[src/rtl/sparc_mem_pkg.sv]
// Shared types for the L1 request-port arbiter: arbiter states, the cache request
// record and the grant-selection function.
package sparc_mem_pkg;

  localparam int unsigned LINE_ADDR_W = 58;
  localparam int unsigned WORD_SEL_W  = 4;
  localparam int unsigned DATA_W      = 32;

  typedef enum logic [1:0] {
    IDLE,
    BUSY_D,
    BUSY_I
  } arb_state_t;

  typedef struct packed {
    logic [LINE_ADDR_W-1:0] line_addr;
    logic [WORD_SEL_W-1:0]  word_select;
    logic [DATA_W-1:0]      wdata;
    logic                   read_write_n;
  } mem_req_t;

  // D-side wins unless both are pending and I has already waited its full quota.
  function automatic arb_state_t pick_winner(input logic d_req, input logic i_req,
                                             input logic starved);
    if (d_req && !(i_req && starved)) return BUSY_D;
    else if (i_req)                   return BUSY_I;
    else                              return IDLE;
  endfunction

endpackage

[src/rtl/cache_port_arbiter.sv]
// Shares the single L1 request port between the D-side (Mem stage) and I-side (fetch),
// one outstanding transaction at a time, D priority with I starvation protection.
import sparc_mem_pkg::*;

module cache_port_arbiter #(
  parameter int unsigned LINE_ADDR_W = sparc_mem_pkg::LINE_ADDR_W,
  parameter int unsigned WORD_SEL_W  = sparc_mem_pkg::WORD_SEL_W,
  parameter int unsigned DATA_W      = sparc_mem_pkg::DATA_W,
  parameter int unsigned STARVE_MAX  = 4
) (
  input  logic                   clk,
  input  logic                   reset,
  input  logic                   d_req,
  input  logic [LINE_ADDR_W-1:0] d_line_addr,
  input  logic [WORD_SEL_W-1:0]  d_word_select,
  input  logic [DATA_W-1:0]      d_wdata,
  input  logic                   d_read_write_n,
  output logic                   d_ack,
  output logic [DATA_W-1:0]      d_rdata,
  input  logic                   i_req,
  input  logic [LINE_ADDR_W-1:0] i_line_addr,
  input  logic [WORD_SEL_W-1:0]  i_word_select,
  output logic                   i_ack,
  output logic [DATA_W-1:0]      i_rdata,
  output logic                   m_req,
  output logic [LINE_ADDR_W-1:0] m_line_addr,
  output logic [WORD_SEL_W-1:0]  m_word_select,
  output logic [DATA_W-1:0]      m_wdata,
  output logic                   m_read_write_n,
  input  logic                   m_ack,
  input  logic [DATA_W-1:0]      m_rdata,
  output logic                   err_spurious_ack
);

  localparam logic [3:0] STARVE_LIM = 4'(STARVE_MAX);

  arb_state_t state, state_next;
  logic [3:0] starve_cnt;
  logic       starved;

  always_comb begin
    starved    = (starve_cnt == STARVE_LIM);
    state_next = state;
    d_ack      = 1'b0;
    i_ack      = 1'b0;
    d_rdata    = '0;
    i_rdata    = '0;
    case (state)
      IDLE:   state_next = pick_winner(d_req, i_req, starved);
      BUSY_D: begin
        d_rdata = m_rdata;
        if (m_ack) begin
          d_ack      = 1'b1;
          state_next = IDLE;
        end
      end
      BUSY_I: begin
        i_rdata = m_rdata;
        if (m_ack) begin
          i_ack      = 1'b1;
          state_next = IDLE;
        end
      end
      default: state_next = IDLE;
    endcase
  end

  always_ff @(posedge clk) begin
    if (reset) begin
      state            <= IDLE;
      starve_cnt       <= '0;
      m_req            <= 1'b0;
      m_line_addr      <= '0;
      m_word_select    <= '0;
      m_wdata          <= '0;
      m_read_write_n   <= 1'b1;
      err_spurious_ack <= 1'b0;
    end else begin
      state <= state_next;
      if (state == IDLE) begin
        if (m_ack) err_spurious_ack <= 1'b1;
        // Grant edge: capture the winner; m_* then stay frozen until its ack.
        case (state_next)
          BUSY_D: begin
            m_req          <= 1'b1;
            m_line_addr    <= d_line_addr;
            m_word_select  <= d_word_select;
            m_wdata        <= d_wdata;
            m_read_write_n <= d_read_write_n;
            if (!i_req)       starve_cnt <= '0;
            else if (!starved) starve_cnt <= starve_cnt + 4'd1;
          end
          BUSY_I: begin
            m_req          <= 1'b1;
            m_line_addr    <= i_line_addr;
            m_word_select  <= i_word_select;
            m_wdata        <= '0;
            m_read_write_n <= 1'b1;
            starve_cnt     <= '0;
          end
          default: ;
        endcase
      end else if (m_ack) begin
        m_req <= 1'b0;
      end
    end
  end

endmodule

[config.mk]
export PLATFORM = sky130hd
export DESIGN_NAME = cache_port_arbiter
export DESIGN_NICKNAME = d
export VERILOG_FILES = /design/src/rtl/sparc_mem_pkg.sv /design/src/rtl/cache_port_arbiter.sv
export SDC_FILE = /design/constraint.sdc
export NUM_CORES = 1
export LEC_CHECK = 0
export ABC_AREA = 0
export ABC_CLOCK_PERIOD_IN_PS = 3700
export BUFFER_PORTS_ARGS = -buffer_cell sky130_fd_sc_hd__buf_2
export CORE_AREA = 2 2 139 141
export CTS_CLUSTER_DIAMETER = 50
export DETAILED_ROUTE_END_ITERATION = 10
export DIE_AREA = 0 0 141 143
export REMOVE_ABC_BUFFERS = 1
export SLEW_MARGIN = 40
export SYNTH_ARGS = -nofsm -noshare
export SYNTH_HDL_FRONTEND = slang
export SYNTH_SLANG_ARGS = --single-unit
[constraint.sdc]
create_clock -name clk -period 3.7 [get_ports clk]
set_clock_uncertainty 0.05 [all_clocks]
set_input_delay 0.74 -clock clk [delete_from_list [all_inputs] [get_ports clk]]
set_output_delay 0.74 -clock clk [all_outputs]
set_load 0.1 [all_outputs]
==> run metrics <==
status=finished clean; Worst Hold End=m_wdata[4]; CTS tree=built; final wirelength=roughly 16000 um; area grow syn2layout=43.1%; Via density=4.54; Synth Instances=roughly 560; GR Overflow Total=0; Post-Route Setup TNS=0 ns; Max Root-Sink Buffers=2; Cell Rows=50; CTS hold repair buffers=0; r2r startpoint=starve_cnt[0]; WP data arrival=roughly 3.2 ns; setup violators final=0; worst setup margin=between 0.6 and 0.7 ns; Max-Cap Viols=0; DIE HEIGHT=approximately 140 um; hold crit path type=reg2reg; CTS Buf Count=9; Static Leak=approximately 3.5 nW; Slew Limit Headroom=about half; post-route antenna net violation count=0; number of synthesized flops with an enable pin=0; initial antenna violation count=2; fin util=39.8%; Slew Limit Fails=0; Tot GR Track Use=about 15%; Ports=between 300 and 400; Worst path slowest cell=and2b_4; clk sinks=about 100; sequential fraction of the synthesis area=39.9%; router iterations before antenna repair=4; synth top area cells=dfxtp_1 (40%), mux2i_1 (12%), a211oi_2 (8.5%); Clk Latency, worst-skew pair=between 0.3 and 0.4 ns; RSZ-0062 raised after global routing=false; most frequent cell after synthesis=dfxtp_1; FF-to-FF setup slack=0.69 ns; post-synthesis cell type count=32; WHS Path Cells=2; Slew @ Worst Pin=about 0.74 ns; Seq cells post-synth=103; min-delay src=m_wdata[4]; Vias=~5100; maximum vdd drop=just under 0.0004 V; vias in the first global route=around 4800; Final period util=roughly 81%; initial detailed-routing violation count=156; RePlAce Congestion=~0.8; final cell area excluding filler cells=0.00740 sq mm; ys flop type=dfxtp_1; Highest Clock Rate=~330 MHz; critical path type=reg2reg; worst-path cell chain=inv_1 > ha_1 > and4b_1 > a2bb2oi_1 > or2_2 > ha_1 > and2b_4 > buf_12 > nor2_1 > a211oi_1; core area=between 0.015 and 0.02 sq mm; clock period minus worst slack=approximately 3.0 ns; DP Wirelength=approximately 12000 um; DP Cell Count=approximately 1100; post-synthesis async set-or-reset flop share=0%; DR WL/cell=14.3 um; # resized after CTS=0; crit path launch type=flip-flop; Starting Density=between 20% and 30%; CP required=3.91 ns; ANT cells=0; DRC Markers=0; nets=1085; Worst setup EP type=flip-flop; synthesized cell area=0.00517 sq mm; Synth top area share=about two fifths; synth warn=0; CTS root buf=clkbuf_16; cell seen most often among critical-path stages=ha_1; DP Area=between 0.007 and 0.008 sq mm; Clk pin slew, worst setup/hold paths=0.07 ns; largest net degree at the start of global routing=66; Die Wd=about 140 um; H-tree levels=3; first-pass GRT wire length=~24000 um; largest stage delay on the critical path=~0.53 ns; Post-CTS Setup Inserts=0; dpl ws=roughly 0.48 ns; Commonest cells post-synth=dfxtp_1 (103), and2_1 (66), nor2_1 (65); layout cells sized above 1=a little under half; total power draw=4.31 mW; pwr/cell area=around 580 mW/mm^2; reg2reg end=m_line_addr[35]; endpoints failing hold=0; syn avg cell area=~9.3 sq um; Min Hold Slack=roughly 0.40 ns; reg2reg path depth=10; count of input and output buffers=roughly 360; worst-path maximum fanout=57; DIE AREA=about 0.02 sq mm; post-synth top area cell=dfxtp_1; Finished Layout Cells=between 1000 and 1500
layout make-up:
type	instances	area (sq um)
fill	1902	11200
multi-input combinational	399	2820
sequential	103	2060
timing repair buffer	364	1920
tap	234	293
clock buffer	10	239
clock inverter	6	51.3
inverter	5	18.8
placed cells by master, fill, tap and decap left out, types with 5 or more instances in the layout:
cell type and instances:
a211oi_1 29, clkbuf_16 9, inv_1 5, a211oi_2 35, buf_12 6, buf_2 355
ha_1 7, nor2_1 65, nand3b_1 33, a21oi_1 37, and2_1 66, nand2_1 37
dfxtp_1 103, mux2i_1 64
worst max-delay path, delay by kind of cell, from the launching register on:
| kind | cells | cell delay, ns |
|---|---|---|
| simple gates | 4 | 1.15 |
| fa+ha+maj | 2 | 0.52 |
| compound gates | 2 | 0.40 |
| buf+inv | 2 | 0.39 |
| flops | 1 | 0.38 |
power breakdown:
| group | total [mW] | leakage (nW) | switching (mW) | internal, mW |
|---|---|---|---|---|
| combinational | 2.06 | 2.53 | 1.64 | 0.412 |
| clock | 0.930 | 0.139 | 0.444 | 0.486 |
| sequential | 1.32 | 0.849 | 0.0683 | 1.25 |
flip-flops by register name, indices dropped and copies added, names as in the netlist:
register	cells
starve_cnt	4
err_spurious_ack	1
m_word_select	4
state	2
m_wdata	32
m_req	1
m_line_addr	58
m_read_write_n	1
how the worst max path moves through the flow:
stage | start | end | depth (start not counted)
final | starve_cnt[0] | m_line_addr[35] | 10
after global routing | starve_cnt[0] | m_line_addr[20] | 10
after CTS | starve_cnt[0] | m_line_addr[35] | 10
after detailed placement | i_req | m_line_addr[35] | 9
after global placement | i_req | m_line_addr[38] | 9
after floorplan | i_req | m_line_addr[0] | 7
per-layer routing:
layer | share of wire [%] | global-route usage, %
met1 | 39 | 16.1
met4 | 2.1 | 5.32
met2 | 52 | 29.2
met3 | 6.8 | 3.86
met5 | 0.14 | 0
cell families (layout without fill, tap and decap cells):
| family | count (synthesis) | count (layout) | synth area share [%] |
|---|---|---|---|
| flops | 103 | 103 | 39.9 |
| fa+ha+maj | 9 | 9 | 2.18 |
| simple gates | 214 | 214 | 21.8 |
| buf+inv | 54 | 385 | 5.97 |
| compound gates | 112 | 112 | 17.8 |
| mux | 64 | 64 | 12.4 |
Note: power is estimated with default switching activity, not from simulation.
